`src/rtl/ps2_led_command_sender.sv`:
```
// PS/2 Set-LEDs command sequencer: sends 0xED plus an LED byte and waits for 0xFA after each.
// It retries on 0xFE or on timeout. Optional PS2_INIT_RESET_EN sends 0xFF after reset and waits for BAT 0xAA.
module ps2_led_command_sender #(
  parameter int unsigned ACK_TIMEOUT_CYCLES = 1000000,
  parameter int unsigned MAX_RETRIES        = 3
) (
  input  logic       CLOCK_50,
  input  logic       resetn,
  input  logic [2:0] ledState,
  input  logic       updateRequest,
  output logic [7:0] commandToSend,
  output logic       sendCommand,
  input  logic       commandWasSent,
  input  logic       errorCommunicationTimedOut,
  input  logic [7:0] recievedData,
  input  logic       recievedNewData,
  output logic       busy,
  output logic       suppressRx,
  output logic [2:0] appliedLedState,
  output logic       updateDone,
  output logic       updateFailed
);

`ifdef PS2_INIT_RESET_EN
  localparam int unsigned ST_W     = 4;
  localparam int unsigned TMO_SPAN = ACK_TIMEOUT_CYCLES * 25;
`else
  localparam int unsigned ST_W     = 3;
  localparam int unsigned TMO_SPAN = ACK_TIMEOUT_CYCLES;
`endif
  localparam int unsigned TW = (TMO_SPAN > 1) ? $clog2(TMO_SPAN) : 1;
  localparam int unsigned RW = (MAX_RETRIES > 0) ? $clog2(MAX_RETRIES + 1) : 1;
  localparam logic [TW-1:0] ACK_LOAD  = TW'(ACK_TIMEOUT_CYCLES - 1);
  localparam logic [RW-1:0] RETRY_MAX = RW'(MAX_RETRIES);

  typedef enum logic [ST_W-1:0] {
    ST_IDLE, ST_SEND_CMD, ST_WAIT_SENT_CMD, ST_WAIT_ACK_CMD,
    ST_SEND_DATA, ST_WAIT_SENT_DATA, ST_WAIT_ACK_DATA
`ifdef PS2_INIT_RESET_EN
    , ST_INIT, ST_SEND_RST, ST_WAIT_SENT_RST, ST_WAIT_ACK_RST, ST_WAIT_BAT
`endif
  } state_t;

  state_t        r_state, w_next_state, w_retry_tgt;
  logic          r_pending;
  logic [2:0]    r_led_state;
  logic [RW-1:0] r_retry;
  logic [TW-1:0] r_tmo;

  logic w_ack, w_resend, w_tmo_zero, w_retry_ok, w_retry_req, w_bat_fail;
  logic w_tmo_load, w_retry_clr;
  logic       w_send_d, w_busy_d, w_supp_d, w_done_d, w_failed_d;
  logic [7:0] w_cmd_d;
  logic [2:0] w_applied_d;

  assign w_ack      = recievedNewData && (recievedData == 8'hFA);
  assign w_resend   = recievedNewData && (recievedData == 8'hFE);
  assign w_tmo_zero = (r_tmo == '0);
  assign w_retry_ok = (r_retry < RETRY_MAX);

  // State register
  always_ff @(posedge CLOCK_50 or negedge resetn) begin
    if (!resetn) begin
`ifdef PS2_INIT_RESET_EN
      r_state <= ST_INIT;
`else
      r_state <= ST_IDLE;
`endif
    end else begin
      r_state <= w_next_state;
    end
  end

  // Next-state logic; every retry decision funnels through w_retry_req
  always_comb begin
    w_next_state = r_state;
    w_retry_req  = 1'b0;
    w_retry_tgt  = ST_IDLE;
    w_bat_fail   = 1'b0;
    case (r_state)
      ST_IDLE:          if (r_pending) w_next_state = ST_SEND_CMD;
      ST_SEND_CMD:      w_next_state = ST_WAIT_SENT_CMD;
      ST_WAIT_SENT_CMD: begin
        w_retry_tgt = ST_SEND_CMD;
        if (errorCommunicationTimedOut) w_retry_req = 1'b1;
        else if (commandWasSent)        w_next_state = ST_WAIT_ACK_CMD;
      end
      ST_WAIT_ACK_CMD: begin
        w_retry_tgt = ST_SEND_CMD;
        if (w_ack)                       w_next_state = ST_SEND_DATA;
        else if (w_resend || w_tmo_zero) w_retry_req = 1'b1;
      end
      ST_SEND_DATA:      w_next_state = ST_WAIT_SENT_DATA;
      ST_WAIT_SENT_DATA: begin
        w_retry_tgt = ST_SEND_DATA;
        if (errorCommunicationTimedOut) w_retry_req = 1'b1;
        else if (commandWasSent)        w_next_state = ST_WAIT_ACK_DATA;
      end
      ST_WAIT_ACK_DATA: begin
        w_retry_tgt = ST_SEND_DATA;
        if (w_ack)                       w_next_state = ST_IDLE;
        else if (w_resend || w_tmo_zero) w_retry_req = 1'b1;
      end
`ifdef PS2_INIT_RESET_EN
      ST_INIT:          w_next_state = ST_SEND_RST;
      ST_SEND_RST:      w_next_state = ST_WAIT_SENT_RST;
      ST_WAIT_SENT_RST: begin
        w_retry_tgt = ST_SEND_RST;
        if (errorCommunicationTimedOut) w_retry_req = 1'b1;
        else if (commandWasSent)        w_next_state = ST_WAIT_ACK_RST;
      end
      ST_WAIT_ACK_RST: begin
        w_retry_tgt = ST_SEND_RST;
        if (w_ack)                       w_next_state = ST_WAIT_BAT;
        else if (w_resend || w_tmo_zero) w_retry_req = 1'b1;
      end
      ST_WAIT_BAT: begin
        if (recievedNewData && (recievedData == 8'hAA)) w_next_state = ST_IDLE;
        else if (w_tmo_zero) begin
          w_bat_fail   = 1'b1;
          w_next_state = ST_IDLE;
        end
      end
`endif
      default: w_next_state = ST_IDLE;
    endcase
    if (w_retry_req) w_next_state = w_retry_ok ? w_retry_tgt : ST_IDLE;
  end

  // Output next-values, registered below so every output is a flop
  always_comb begin
    w_send_d    = 1'b0;
    w_cmd_d     = commandToSend;
    w_busy_d    = (w_next_state != ST_IDLE);
    w_supp_d    = 1'b0;
    w_applied_d = appliedLedState;
    w_done_d    = 1'b0;
    w_failed_d  = (w_retry_req && !w_retry_ok) || w_bat_fail;
    case (w_next_state)
      ST_SEND_CMD: begin
        w_send_d = 1'b1;
        w_cmd_d  = 8'hED;
      end
      ST_SEND_DATA: begin
        w_send_d = 1'b1;
        w_cmd_d  = {5'b0, r_led_state};
      end
      ST_WAIT_ACK_CMD, ST_WAIT_ACK_DATA: w_supp_d = 1'b1;
`ifdef PS2_INIT_RESET_EN
      ST_SEND_RST: begin
        w_send_d = 1'b1;
        w_cmd_d  = 8'hFF;
        w_supp_d = 1'b1;
      end
      ST_INIT, ST_WAIT_SENT_RST, ST_WAIT_ACK_RST, ST_WAIT_BAT: w_supp_d = 1'b1;
`endif
      default: ;
    endcase
    if ((r_state == ST_WAIT_ACK_DATA) && w_ack) begin
      w_done_d    = 1'b1;
      w_applied_d = r_led_state;
    end
  end

  always_ff @(posedge CLOCK_50 or negedge resetn) begin
    if (!resetn) begin
      commandToSend   <= 8'h00;
      sendCommand     <= 1'b0;
      busy            <= 1'b0;
      suppressRx      <= 1'b0;
      appliedLedState <= 3'b000;
      updateDone      <= 1'b0;
      updateFailed    <= 1'b0;
    end else begin
      commandToSend   <= w_cmd_d;
      sendCommand     <= w_send_d;
      busy            <= w_busy_d;
      suppressRx      <= w_supp_d;
      appliedLedState <= w_applied_d;
      updateDone      <= w_done_d;
      updateFailed    <= w_failed_d;
    end
  end

  assign w_tmo_load = (r_state != w_next_state) &&
                      ((w_next_state == ST_WAIT_ACK_CMD) || (w_next_state == ST_WAIT_ACK_DATA)
`ifdef PS2_INIT_RESET_EN
                       || (w_next_state == ST_WAIT_ACK_RST)
`endif
                      );
  assign w_retry_clr = (r_state == ST_IDLE) || ((r_state == ST_WAIT_ACK_CMD) && w_ack);

  // Pending request, latched LED byte, retry count and ACK timer
  always_ff @(posedge CLOCK_50 or negedge resetn) begin
    if (!resetn) begin
      r_pending   <= 1'b0;
      r_led_state <= 3'b000;
      r_retry     <= '0;
      r_tmo       <= '0;
    end else begin
      r_pending <= updateRequest | (r_pending & (r_state != ST_IDLE));
      if ((r_state == ST_IDLE) && r_pending) r_led_state <= ledState;
      if (w_retry_req && w_retry_ok) r_retry <= r_retry + RW'(1);
      else if (w_retry_clr)          r_retry <= '0;
      if (w_tmo_load) r_tmo <= ACK_LOAD;
`ifdef PS2_INIT_RESET_EN
      else if ((r_state == ST_WAIT_ACK_RST) && (w_next_state == ST_WAIT_BAT))
        r_tmo <= TW'(TMO_SPAN - 1);
`endif
      else if (!w_tmo_zero) r_tmo <= r_tmo - TW'(1);
    end
  end

endmodule

```
`config.mk`:
```
export PLATFORM = sky130hd
export DESIGN_NAME = ps2_led_command_sender
export DESIGN_NICKNAME = d
export VERILOG_FILES = /design/src/rtl/ps2_led_command_sender.sv
export SDC_FILE = /design/constraint.sdc
export NUM_CORES = 1
export LEC_CHECK = 0
export BUFFER_PORTS_ARGS = -buffer_cell sky130_fd_sc_hd__buf_2
export CAP_MARGIN = 20
export CELL_PAD_IN_SITES_DETAIL_PLACEMENT = 1
export CELL_PAD_IN_SITES_GLOBAL_PLACEMENT = 2
export CORE_ASPECT_RATIO = 1.75
export CORE_MARGIN = 8
export CORE_UTILIZATION = 35
export CTS_BUF_LIST = sky130_fd_sc_hd__clkbuf_8 sky130_fd_sc_hd__clkbuf_16
export DETAILED_ROUTE_END_ITERATION = 16
export PLACE_DENSITY = 0.84
export SYNTH_ARGS = -nofsm -noshare
export SYNTH_HDL_FRONTEND = slang
export SYNTH_SLANG_ARGS = --single-unit
export TNS_END_PERCENT = 50
```
`constraint.sdc`:
```
create_clock -name CLOCK_50 -period 3.1 [get_ports CLOCK_50]
set_input_delay 0.31 -clock CLOCK_50 [delete_from_list [all_inputs] [get_ports CLOCK_50]]
set_output_delay 0.31 -clock CLOCK_50 [all_outputs]
set_load 0.01 [all_outputs]
```
**After elaboration in Yosys (flattened, before gate mapping)**

Cells that the tools add are included.

- Bits in read-only memories: 0
- RAM bits: 0
- Memories: 0
- Bits of input ports: 17
- Latch bits: 0
- Logic and storage cells: 78
- Bits in registers: 45

- $mul: 0
- Magnitude comparators: 1
- Shift-type cells: 0
- Reductions and logical operators: 24
- $add $sub $neg: 2
- Equal/unequal tests: 14
- Bitwise logic cells: 2
- Multiplexer cells: 23
- Div/mod/pow operators: 0

Operators by type and width:

| kind | number |
|---|---|
| two-way mux 20 bit | 2 |
| two-way mux 3 bit | 9 |
| one-hot mux 3 bit (7 select lines) | 1 |
| logical NOT 20 bit | 1 |
| subtractor 20 x 1 -> 20 bit, second input constant | 1 |
| equality test 8 bit, second input constant | 2 |
| one-hot mux 8 bit (2 select lines) | 1 |
| equality test 3 bit, second input constant | 5 |
| OR reduction 2 bit | 6 |
| equality test 3 x 2 -> 1 bit, second input constant | 3 |
| logical AND 1 bit | 8 |
| equality test 3 x 1 -> 1 bit, second input constant | 2 |
| two-way mux 1 bit | 6 |
| one-hot mux 3 bit (2 select lines) | 1 |
| nonzero test 3 bit | 2 |
| two-way mux 2 bit | 2 |
| nonzero test 2 bit | 2 |
| logical NOT 3 bit | 1 |
| logical OR 1 bit | 3 |
| inequality test 3 bit | 1 |
| adder 2 x 1 -> 2 bit, second input constant | 1 |
| < comparator 2 bit, second input constant | 1 |
| inequality test 2 x 1 -> 1 bit, second input constant | 1 |
| one-hot mux 1 bit (2 select lines) | 1 |
| other kinds (3) | 3 |

**Depth between registers and ports, before layout**

Gate-level depths: netlist of the first run.

- Word-level depth: 11
- Depth in mapped cells: 9
- Gate-level depth less buffers: 8

**Worst setup path after synthesis of the first run**

OpenSTA, ideal clock, no wires.

- Path kind: reg-to-reg
- From: register r_tmo[3]
- To: register r_tmo[0]
- Arrival: 2.362 ns
- Required time: 2.959 ns
- Buffers on the path: 1
- Period minus slack after synthesis: 2.503 ns
- Path slack: 0.597 ns
- Setup time: 0.141 ns
- Cell stages (with the launch flop): 8
- Path through: dfrtp_1 or4_4 nor4_4 nand2_4 o311ai_4 or4_1 buf_2 nand3_1

- Word-level cells in the longest chain between the ends: 10
- Elaborated cells between the ends (all ways): 13
- Those cells by class: eq/ne (4); mux (5); reduce/logical (4)

Ends and longest elaborated chain:

| element | RTL line | text |
|---|---|---|
| from (decl) | 48 | `logic [TW-1:0] r_tmo;` |
| from (signal assigned) | 210 | `else if (!w_tmo_zero) r_tmo <= r_tmo - TW'(1);` |
| logical NOT 20 bit * | 58 | `assign w_tmo_zero = (r_tmo == '0);` |
| logical OR 1 bit | 91, 102 |  |
| two-way mux 1 bit | 91, 102 |  |
| two-way mux 1 bit | 101 | `if (w_ack) w_next_state = ST_IDLE;` |
| one-hot mux 1 bit (2 select lines) | 80 | `case (r_state)` |
| two-way mux 3 bit | 127 | `if (w_retry_req) w_next_state = w_retry_ok ? w_retry_tgt : ST_IDLE;` |
| equality test 3 x 2 -> 1 bit / equality test 3 bit (equally long branches) | 186 | `((w_next_state == ST_WAIT_ACK_CMD) \|\| (w_next_state == ST_WAIT_ACK_DATA)` |
| logical OR 1 bit | 186 |  |
| logical AND 1 bit | 185 | `assign w_tmo_load = (r_state != w_next_state) &&` |
| inequality test 2 x 1 -> 1 bit (no line) / two-way mux 20 bit (equally long branches) | n/a |  |

Every way passes the cells marked *; elsewhere a longest branch is shown, timed or not.
A chain may end at the register's enable or synchronous reset.

**Final worst setup path of the first run**

- From: register r_tmo[3]
- To: register busy

- Word-level cells in the longest chain between the ends: 7

Ends and longest elaborated chain:

| element | RTL line | text |
|---|---|---|
| logical NOT 20 bit | 58 |  |
| logical OR 1 bit | 91, 102 |  |
| two-way mux 1 bit | 91, 102 |  |
| two-way mux 1 bit | 101 |  |
| one-hot mux 1 bit (2 select lines) | 80 |  |
| two-way mux 3 bit | 127 |  |
| nonzero test 3 bit | 134 | `w_busy_d = (w_next_state != ST_IDLE);` |
| named net w_busy_d | 52 | `logic w_send_d, w_busy_d, w_supp_d, w_done_d, w_failed_d;` |
| to (signal assigned) | 177 | `busy <= w_busy_d;` |
| to (decl) | 17 | `output logic busy,` |

The timed path passes the listed nets, and every way through them passes these cells.

==> results of run 1 <==
## sequential cells by signal, indices dropped and copies added, names as in the netlist
register         flops
r_tmo               20
commandToSend        4
appliedLedState      3
r_led_state          3
r_state              3
r_retry              2
busy                 1
r_pending            1
sendCommand          1
suppressRx           1
updateDone           1
updateFailed         1
## layout make-up
class	instances	area share [%]
Timing Repair Buffer	36	7.673
Clock inverter	2	0.4983
Clock buffer	5	2.740
Inverter	6	0.8969
Tap cell	80	3.986
Multi-Input combinational cell	162	43.35
Sequential cell	41	40.86
## stage by stage
| step | worst slack (ns) | cell area [um^2] | std cells |
|---|---|---|---|
| after CTS | 0.4723 | 2511 | 332 |
| after global routing | 0.3205 | 2511 | 332 |
| final | 0.4885 | 2511 | 332 |
| after global placement | 0.5832 | 2430 | 325 |
| after floorplan | 0.5968 | 2200 | 221 |
| after detailed placement | 0.4952 | 2430 | 325 |
## Yosys cell counts, types with 2 or more instances
master,instances
xnor2_1,9
and2_1,2
nor4_1,6
nand4b_1,2
nor2b_1,8
buf_4,4
and4b_1,2
mux2_2,6
or4_1,4
nand3_1,11
a21o_1,2
ha_1,2
o21ai_0,9
clkbuf_1,5
o31ai_1,2
buf_2,2
and3_1,2
inv_1,6
xor2_1,5
o22a_1,2
mux2i_1,2
dfrtp_1,41
nand2_1,19
nor2_1,11
nand2b_1,5
a21oi_1,8
nor3_1,19
nand4_1,2
o22ai_1,2
## cell families (layout without fill, tap and decap cells)
family	after synthesis	after routing	share of synthesized area, %
flops	41	41	46.64
compound gates	38	38	13.42
mux	8	8	3.982
buf+inv	18	49	3.868
simple gates	99	99	25.20
xor+xnor	14	14	5.575
fa+ha+maj	2	2	1.137
other cells	1	1	0.1705
## power groups by stage
stage | sequential (mW) | combinational [mW] | clock [mW]
3_3_place_gp | 0.801 | 0.851 | 0
5_1_grt | 0.816 | 0.957 | 0.368
3_5_place_dp | 0.806 | 0.867 | 0
6_report | 0.793 | 0.860 | 0.332
4_1_cts | 0.796 | 0.872 | 0.348
2_1_floorplan | 0.755 | 0.662 | 0
## metal layers
metal / part of all wire [%] / up-vias
met5: 0 / -
met4: 3.5 / 0
met3: 1.9 / 12
met2: 58 / 27
met1: 37 / 869
li1: - / 858
## worst max-delay path, delay by kind of cell, from the launching register on
kind / cells / cell delay, ns
AND/OR/NAND/NOR: 3 / 1.07
multiplexers: 1 / 0.31
AO/OA/AOI/OAI: 2 / 0.43
flip-flops: 1 / 0.44
buffers and inverters: 1 / 0.22
## worst paths after layout
kind | end | start | cells past startpoint | slack (ns)
min reg2reg | appliedLedState[0] | appliedLedState[0] | 1 | 0.51
max reg2reg | busy | r_tmo[3] | 7 | 0.49
min | r_tmo[8] | resetn | 1 | 0.16
max | busy | r_tmo[3] | 7 | 0.49
min in group CLOCK_50 | r_pending | updateRequest | 2 | 0.20
max in group asynchronous | commandToSend[2] | resetn | 1 | 2.36
==> summary.md, run 1 <==
| Metric | Value |
|---|---|
| Max incr delay on CP | 0.58 ns |
| P_int | 1.153 mW |
| Yosys warning count | 0 |
| H-tree Lvls | 2 |
| Overall Global Routing Usage | 12.91% |
| HP Class | in -> async |
| Total gr overflow | 0 |
| Total number of vias | 1766 |
| Worst-path cell chain | or4_4 > nor4_4 > nand2_4 > o311ai_4 > buf_4 > mux2i_1 > o21ai_0 |
| Yosys top cell area share | 46.64% |
| Starting density of the core | 35.86% |
| Initial antenna violation count | 0 |
| Crit share post-route | 84.24% |
| FF/Latch Area | 1026 um^2 |
| Layout cell share with drive strength beyond 1 | 21.83% |
| DR pass1 iterations | 4 |
| Port bufs | 31 |
| Synthesized area per cell | 9.953 um^2 |
| Initial DRC count | 61 |
| Sink Count | 41 |
| Row count | 38 |
| M1 GR Usage | 12.49% |
| Syn Std Cell Area | 2200 um^2 |
| Hold slack | 0.1586 ns |
| Peak VDD IR | 0.0003460 V |
| Pwr dens | 790.6 nW/um^2 |
| CTS tree | yes |
| Reg clk slew, reported paths | 0.08 ns |
| GRT Max-Usage Layer | met2 |
| Synth unique cells | 50 |
| Most common cell after layout, fill and taps aside | dfrtp_1 |
| Antenna Cells | 0 |
| TNS Setup | 0 ns |
| Sw Ratio | 41.92% |
| Post-synth top area cell | dfrtp_1 |
| Core Area | 6133 um^2 |
| Tightest Pin Transition | 0.9328 ns |
| # setup viols final | 0 |
| Final core utilization | 40.94% |
| Post-synthesis cell count | 221 |
| Post-CTS Setup Bufs | 0 |
| Combinational share of power | 43.3% |
| GP Congestion | 0.7993 |
| Root Buffer | clkbuf_8 |
| Area of the multi-input gates | 1089 um^2 |
| Critical path class | reg -> reg |
| Crit-path slowest cell | or4_4 |
| Met3 usage | 2.151% |
| HPWL after detailed placement | 4.440 mm |
| FMAX | 382.9 MHz |
| Final Hold Viols | 0 |
| Main synth FF type | dfrtp_1 |
| Min Tclk post-route | 2.612 ns |
| DRT Wirelength | 5.609 mm |
| Async SR Flop Fraction | 100.0% |
| Slew margin rel. | 37.81% |
| Final Slew Violations | 0 |
| Commonest non-fill, non-tap cells in the layout | 41 x dfrtp_1, 31 x buf_2, 19 x nand2_1, 19 x nor3_1 |
| Largest net degree at the start of global routing | 42 |
| Required time worst endpoint | 3.26 ns |
| Clock network power share | 16.7% |
| DRT antenna net count | 0 |
| Area Overhead vs Synth | 14.16% |
| CTS Buf Count | 5 |
| Die Wd | 75.93 um |
| Total power | 1.985 mW |
| Layout Nets | 271 |
| # resized after CTS | 0 |
| Number of global-route vias before repair | 1952 |
| Sequential Power Share | 40.0% |
| Hold-fix buffers, CTS | 0 |
| Maximum clock insertion buffer count | 2 |
| Status | finished, final reports clean |
| Post-synth EDFFs | 0 |
| # fillers | 731 |
| Clk Latency, worst-skew pair | 0.29 ns |
| Worst setup EP type | flop |
| Net switching power figure | 0.8321 mW |
| Syn Nets | 240 |
| CP arrival | 2.77 ns |
| DRC Markers | 0 |
| Met2 Use GR | 24.56% |
| Worst clock skew | 0.01176 ns |
| Drt wl/cell | 16.89 um |
| Leakage | 1.059 nW |
| Crit Path Max Fanout | 8 |
| RSZ-0062 raised after global routing | false |
| Die H | 120.9 um |
| Post-DR vias/cell | 5.319 |
| Max_cap viols | 0 |
| Top Ports | 33 |
| DIE AREA | 9177 um^2 |
| Ranking of synthesized cells by area | dfrtp_1 47%, nor3_1 4.3%, xnor2_1 3.6% |
| Global-route wire length before repair | 9.577 mm |
| Sequential fraction of the synthesis area | 46.64% |
| Crit path launch type | flop |
| FF+latch count, synth | 41 |
(Power assumes the default switching activity.)
==> run 2: changes to the inputs <==
==> constraint.sdc (replaced) <==
create_clock -name CLOCK_50 -period 2.5 [get_ports CLOCK_50]
set_input_delay 0.25 -clock CLOCK_50 [delete_from_list [all_inputs] [get_ports CLOCK_50]]
set_output_delay 0.25 -clock CLOCK_50 [all_outputs]
set_load 0.01 [all_outputs]
==> run 2 against run 1 <==
Against the previous run:
- first-iteration DRC count grew 31%
- via count is 4.2% higher
- sequential share of layout area fell by 2.8 points
- maximum frequency rose by 8.7%
- global-route usage grew 0.78 points
- combinational power rose by 55%
- cell count grew 4.5%
- sequential power is 16% higher
==> summary.md, run 2 (synthesized netlist as in run 1, its figures left out) <==
| Metric | Value |
|---|---|
| Status | finished, final reports clean |
| Tightest Pin Transition | 0.9245 ns |
| RSZ-0062 raised after global routing | false |
| DRT Wirelength | 5.942 mm |
| GP Congestion | 0.8777 |
| Crit share post-route | 96.11% |
| Sink Count | 41 |
| Non-Filler Instances | 347 |
| DR pass1 iterations | 4 |
| Clk Latency, worst-skew pair | 0.30 ns |
| Largest net degree at the start of global routing | 42 |
| CTS tree | yes |
| Post-DR vias/cell | 5.305 |
| CP arrival | 2.62 ns |
| Global-route wire length before repair | 10.03 mm |
| Root Buffer | clkbuf_8 |
| Number of global-route vias before repair | 2018 |
| Initial antenna violation count | 0 |
| Crit path launch type | flop |
| Commonest non-fill, non-tap cells in the layout | 41 x dfrtp_1, 31 x buf_2, 19 x nand2_1, 16 x nor3_1, 16 x buf_4 |
| Final Slew Violations | 0 |
| FF-to-FF path depth | 6 |
| DIE AREA | 9177 um^2 |
| Placed cell count | 334 |
| CTS Buf Count | 5 |
| DRC Markers | 0 |
| Die H | 120.9 um |
| Final Hold Viols | 0 |
| Total gr overflow | 0 |
| HP Class | in -> async |
| Reg with most FFs | r_tmo |
| HPWL after detailed placement | 4.607 mm |
| # setup viols final | 0 |
| Overall Global Routing Usage | 13.69% |
| FMAX | 416.2 MHz |
| Row count | 38 |
| Layout cell share with drive strength beyond 1 | 28.84% |
| Hold-fix buffers, CTS | 0 |
| Top Ports | 33 |
| Worst clock skew | 0.01174 ns |
| Antenna Cells | 0 |
| Total number of vias | 1841 |
| Most common cell after layout, fill and taps aside | dfrtp_1 |
| Slew margin rel. | 38.37% |
| Biggest regs | r_tmo x20, commandToSend x4 |
| Design area | 2693 um^2 |
| Pwr dens | 1019 nW/um^2 |
| TNS Setup | 0 ns |
| Peak VDD IR | 0.0004975 V |
| Layout Nets | 285 |
| # fillers | 701 |
| Core Area | 6133 um^2 |
| Maximum clock insertion buffer count | 2 |
| Worst setup EP type | flop |
| Critical path class | reg -> reg |
| DRT antenna net count | 0 |
| Max reg flops | 20 |
| Drt wl/cell | 17.12 um |
| Initial DRC count | 80 |
| Max_cap viols | 0 |
| Required time worst endpoint | 2.72 ns |
| Area Overhead vs Synth | 22.41% |
| Leakage | 1.159 nW |
| Reg clk slew, reported paths | 0.09 ns |
| H-tree Lvls | 2 |
| Starting density of the core | 35.86% |
| Min Tclk post-route | 2.403 ns |
| Cell Area, Placed | 2514 um^2 |
| Crit Path Max Fanout | 8 |
| Die Wd | 75.93 um |
| Port bufs | 31 |
run 2: layout make-up:
cell class	instances	area, um^2	area share [%]
tap	80	100.1	3.717
multi-input combinational	162	1112	41.31
timing repair buffer	50	326.6	12.13
clock inverter	1	8.758	0.3253
clock buffer	7	96.34	3.578
inverter	6	22.52	0.8364
sequential	41	1026	38.10
run 2: worst paths after layout:
path / startpoint / end / slack (ns)
max: r_tmo[9] / r_tmo[7] / 0.1
min: resetn / r_tmo[7] / 0.09
max reg2reg: r_tmo[9] / r_tmo[7] / 0.1
min reg2reg: r_retry[0] / r_retry[0] / 0.49
max in group asynchronous: resetn / appliedLedState[1] / 1.84
min in group CLOCK_50: updateRequest / r_pending / 0.14
run 2: through the flow:
stage	hold WS [ns]	util [%]	worst slack [ns]	power, mW
finish	0.08504	43.90	0.09734	2.743
global route	0.1272	43.90	0.02471	2.951
CTS	0.1123	42.70	0.02788	2.727
detailed placement	0.4482	40.98	0.03898	2.217
global placement	0.4400	40.98	0.1219	2.181
floorplan	-0.04559	-	0.01478	1.769
run 2: what timing repair did:
action | 4_1_cts | 5_1_grt
resized for setup | 0 | 6
endpoints found under the setup margin | 0 | 22
setup buffers | 0 | 5
run 2: critical path: stages, from the launching register on:
cell and delay (ns):
dfrtp_1 0.39, or4_4 0.56, nor4_4 0.34, nand2_4 0.12, o311a_4 0.37, and4b_2 0.33, nor3_1 0.22
run 2: power breakdown:
part	total (mW)	leakage, nW	internal [mW]	switching (mW)
Sequential	0.921	0.481	0.820	0.101
Clock	0.495	0.0549	0.255	0.240
Combinational	1.33	0.624	0.556	0.771
Total	2.74	1.16	1.63	1.11
run 2: per-layer routing:
layer | global-route usage [%] | vias up | part of all wire, % | wire length (um)
met1 | 12.39 | 914 | 35 | 2099
met3 | 2.671 | 13 | 2.5 | 147
met5 | 0 | - | 0 | 0
li1 | - | 887 | - | -
met2 | 26.87 | 27 | 59 | 3487
met4 | 8.395 | 0 | 3.5 | 207
==> run 3: changes to the inputs <==
--- a/config.mk
+++ b/config.mk
@@ -6,15 +6,15 @@
 export NUM_CORES = 1
 export LEC_CHECK = 0
 export BUFFER_PORTS_ARGS = -buffer_cell sky130_fd_sc_hd__buf_2
-export CAP_MARGIN = 20
+export CAP_MARGIN = 10
 export CELL_PAD_IN_SITES_DETAIL_PLACEMENT = 1
 export CELL_PAD_IN_SITES_GLOBAL_PLACEMENT = 2
 export CORE_ASPECT_RATIO = 1.75
 export CORE_MARGIN = 8
-export CORE_UTILIZATION = 35
+export CORE_UTILIZATION = 32
 export CTS_BUF_LIST = sky130_fd_sc_hd__clkbuf_8 sky130_fd_sc_hd__clkbuf_16
 export DETAILED_ROUTE_END_ITERATION = 16
-export PLACE_DENSITY = 0.84
+export PLACE_DENSITY = 0.87
 export SYNTH_ARGS = -nofsm -noshare
 export SYNTH_HDL_FRONTEND = slang
 export SYNTH_SLANG_ARGS = --single-unit
==> constraint.sdc (replaced) <==
create_clock -name CLOCK_50 -period 1.9 [get_ports CLOCK_50]
set_input_delay 0.19 -clock CLOCK_50 [delete_from_list [all_inputs] [get_ports CLOCK_50]]
set_output_delay 0.19 -clock CLOCK_50 [all_outputs]
set_load 0.01 [all_outputs]
==> run 3 against run 2 <==
Against the previous run:
- the flow now finishes with violations (negative setup slack)
- wire length increased by 23%
- global-route usage increased by 1.5 points
- combinational power increased by 75%
- clock power increased by 66%
- largest cell class unchanged
==> summary.md, run 3 (synthesized netlist as in run 1, its figures left out) <==
| Metric | Value |
|---|---|
| CP arrival | 2.57 ns |
| Worst setup EP type | flop |
| Setup WS post-layout | -0.5050 ns |
| Worst-path cell chain | or4_4 > nor4_4 > nand2_4 > o311ai_4 > buf_6 > mux2i_4 > o21ai_1 |
| HP Class | in -> reg |
| Crit share post-route | 126.6% |
| Overall Global Routing Usage | 15.23% |
| Number of cells on the critical path | 7 |
| Failing checks | negative setup slack |
| DRC Markers | 0 |
| Required time worst endpoint | 2.07 ns |
| Starting density of the core | 32.56% |
| Max_cap viols | 0 |
| H-tree Lvls | 2 |
| CTS Buf Count | 5 |
| Initial DRC count | 44 |
| Min Tclk post-route | 2.405 ns |
| Area Overhead vs Synth | 45.22% |
| Layout Nets | 326 |
| Tightest Pin Transition | 0.7469 ns |
| Biggest regs | r_tmo x20, commandToSend x4 |
| Sink Count | 41 |
| Initial antenna violation count | 0 |
| Pwr dens | 1367 nW/um^2 |
| Worst clock skew | 0.004601 ns |
| TNS Setup | -13.19 ns |
| Clk Latency, worst-skew pair | 0.29 ns |
| Die Wd | 78.67 um |
| Port bufs | 31 |
| FMAX | 415.8 MHz |
| WP buf/inv | 1 |
| Reg clk slew, reported paths | 0.06 ns |
| FF-to-FF path depth | 7 |
| Reg with most FFs | r_tmo |
| RSZ-0062 raised after global routing | true |
| Commonest non-fill, non-tap cells in the layout | 54 x buf_4, 41 x dfrtp_1, 31 x buf_2, 18 x nand2_1 |
| Largest net degree at the start of global routing | 23 |
| DR pass1 iterations | 4 |
| DRT antenna net count | 0 |
| Slew margin rel. | 50.10% |
| Crit path launch type | flop |
| # setup viols final | 33 |
| GP Congestion | 0.8816 |
| Max reg flops | 20 |
| DIE AREA | 9887 um^2 |
| Antenna Cells | 0 |
| Core Area | 6756 um^2 |
| Final Slew Violations | 0 |
| Total number of vias | 2132 |
| Maximum clock insertion buffer count | 2 |
| Peak VDD IR | 0.0006518 V |
| Global-route wire length before repair | 11.74 mm |
| Die H | 125.7 um |
| Drt wl/cell | 18.68 um |
| Final core utilization | 47.28% |
| Root Buffer | clkbuf_16 |
| CTS tree | yes |
| Critical path class | reg -> reg |
| Leakage | 1.389 nW |
| Row count | 40 |
| Crit-path slowest cell | or4_4 |
| Final Hold Viols | 0 |
| Crit Path Max Fanout | 8 |
| Status | complete, but fails checks |
| Max incr delay on CP | 0.57 ns |
| DRT Wirelength | 7.322 mm |
| Cell family with most CP delay | simple AND/OR/NAND/NOR gates |
| Top Ports | 33 |
| Post-DR vias/cell | 5.439 |
| Number of global-route vias before repair | 2364 |
| Most common cell after layout, fill and taps aside | buf_4 |
| HPWL after detailed placement | 5.191 mm |
| # fillers | 773 |
| Total gr overflow | 0 |
| Layout cell share with drive strength beyond 1 | 45.13% |
| Hold Crit Depth | 2 |
[run 3: changes by cell type in the layout (fill, tap and decap cells not counted), sizes merged]
cell | previous run | this run
or4 | 5 | 6
buf | 50 | 89
clkbuf | 7 | 5
dlygate4sd3 | 0 | 1
clkinv | 0 | 2
[run 3: cell type report]
cell class	instances	area, um^2	share of cell area (%)
multi-input combinational	163	1269	39.72
sequential	41	1026	32.12
timing repair buffer	90	633.1	19.82
clock buffer	5	125.1	3.917
tap	84	105.1	3.290
inverter	6	22.52	0.7051
clock inverter	3	13.76	0.4309
[run 3: per-stage QoR]
| stage | area, um^2 | hold WS [ns] | setup slack [ns] | power [mW] | std cells |
|---|---|---|---|---|---|
| floorplan | 2217 | -0.1056 | -0.5998 | 2.354 | 221 |
| global placement | 2846 | 0.1819 | -0.4202 | 3.139 | 379 |
| detailed placement | 2846 | 0.1882 | -0.4942 | 3.235 | 379 |
| CTS | 3115 | 0.08904 | -0.4181 | 4.255 | 390 |
| global route | 3194 | 0.09224 | -0.5575 | 4.636 | 392 |
| finish | 3194 | 0.08893 | -0.5050 | 4.366 | 392 |
[run 3: worst reg2reg max path, delay by kind of cell (launching register included)]
| family | cells | cell delay (ns) |
|---|---|---|
| muxes | 1 | 0.26 |
| AOI/OAI and AO/OA | 2 | 0.38 |
| buffers and inverters | 1 | 0.21 |
| and+or+nand+nor | 3 | 1.04 |
| DFF | 1 | 0.41 |
[run 3: report_power, final]
part | switching [mW] | total [mW] | internal (mW) | leakage, nW
Sequential | 0.128 | 1.21 | 1.08 | 0.481
Combinational | 1.28 | 2.33 | 1.05 | 0.834
Clock | 0.347 | 0.824 | 0.477 | 0.0748
Total | 1.76 | 4.37 | 2.61 | 1.39
[run 3: worst paths after layout]
path	startpoint	to	slack (ns)
worst max register to register	r_tmo[11]	busy	-0.50
max in group asynchronous	resetn	appliedLedState[0]	1.00
worst min-delay path	updateRequest	r_pending	0.09
worst max-delay path	r_tmo[11]	busy	-0.50
min in group asynchronous	resetn	r_tmo[2]	0.41
worst min register to register	r_retry[0]	r_retry[0]	0.50
[run 3: per-layer routing]
layer  up-vias  GRT usage (%)  wire, um
met2        62          29.85      4273
met1      1066          13.50      2491
met5         -              0         0
li1        974              -         -
met3        30          2.635       220
met4         0          9.330       337
[run 3: timing repair]
action                                 4_1_cts  5_1_grt
gates cloned                                 0        1
hold buffers                                 1        0
gates resized for setup                     22       13
setup endpoints to repair                   33       33
buffers inserted                             3        1
endpoints found under the hold margin       19        0
pin swaps                                   14        7
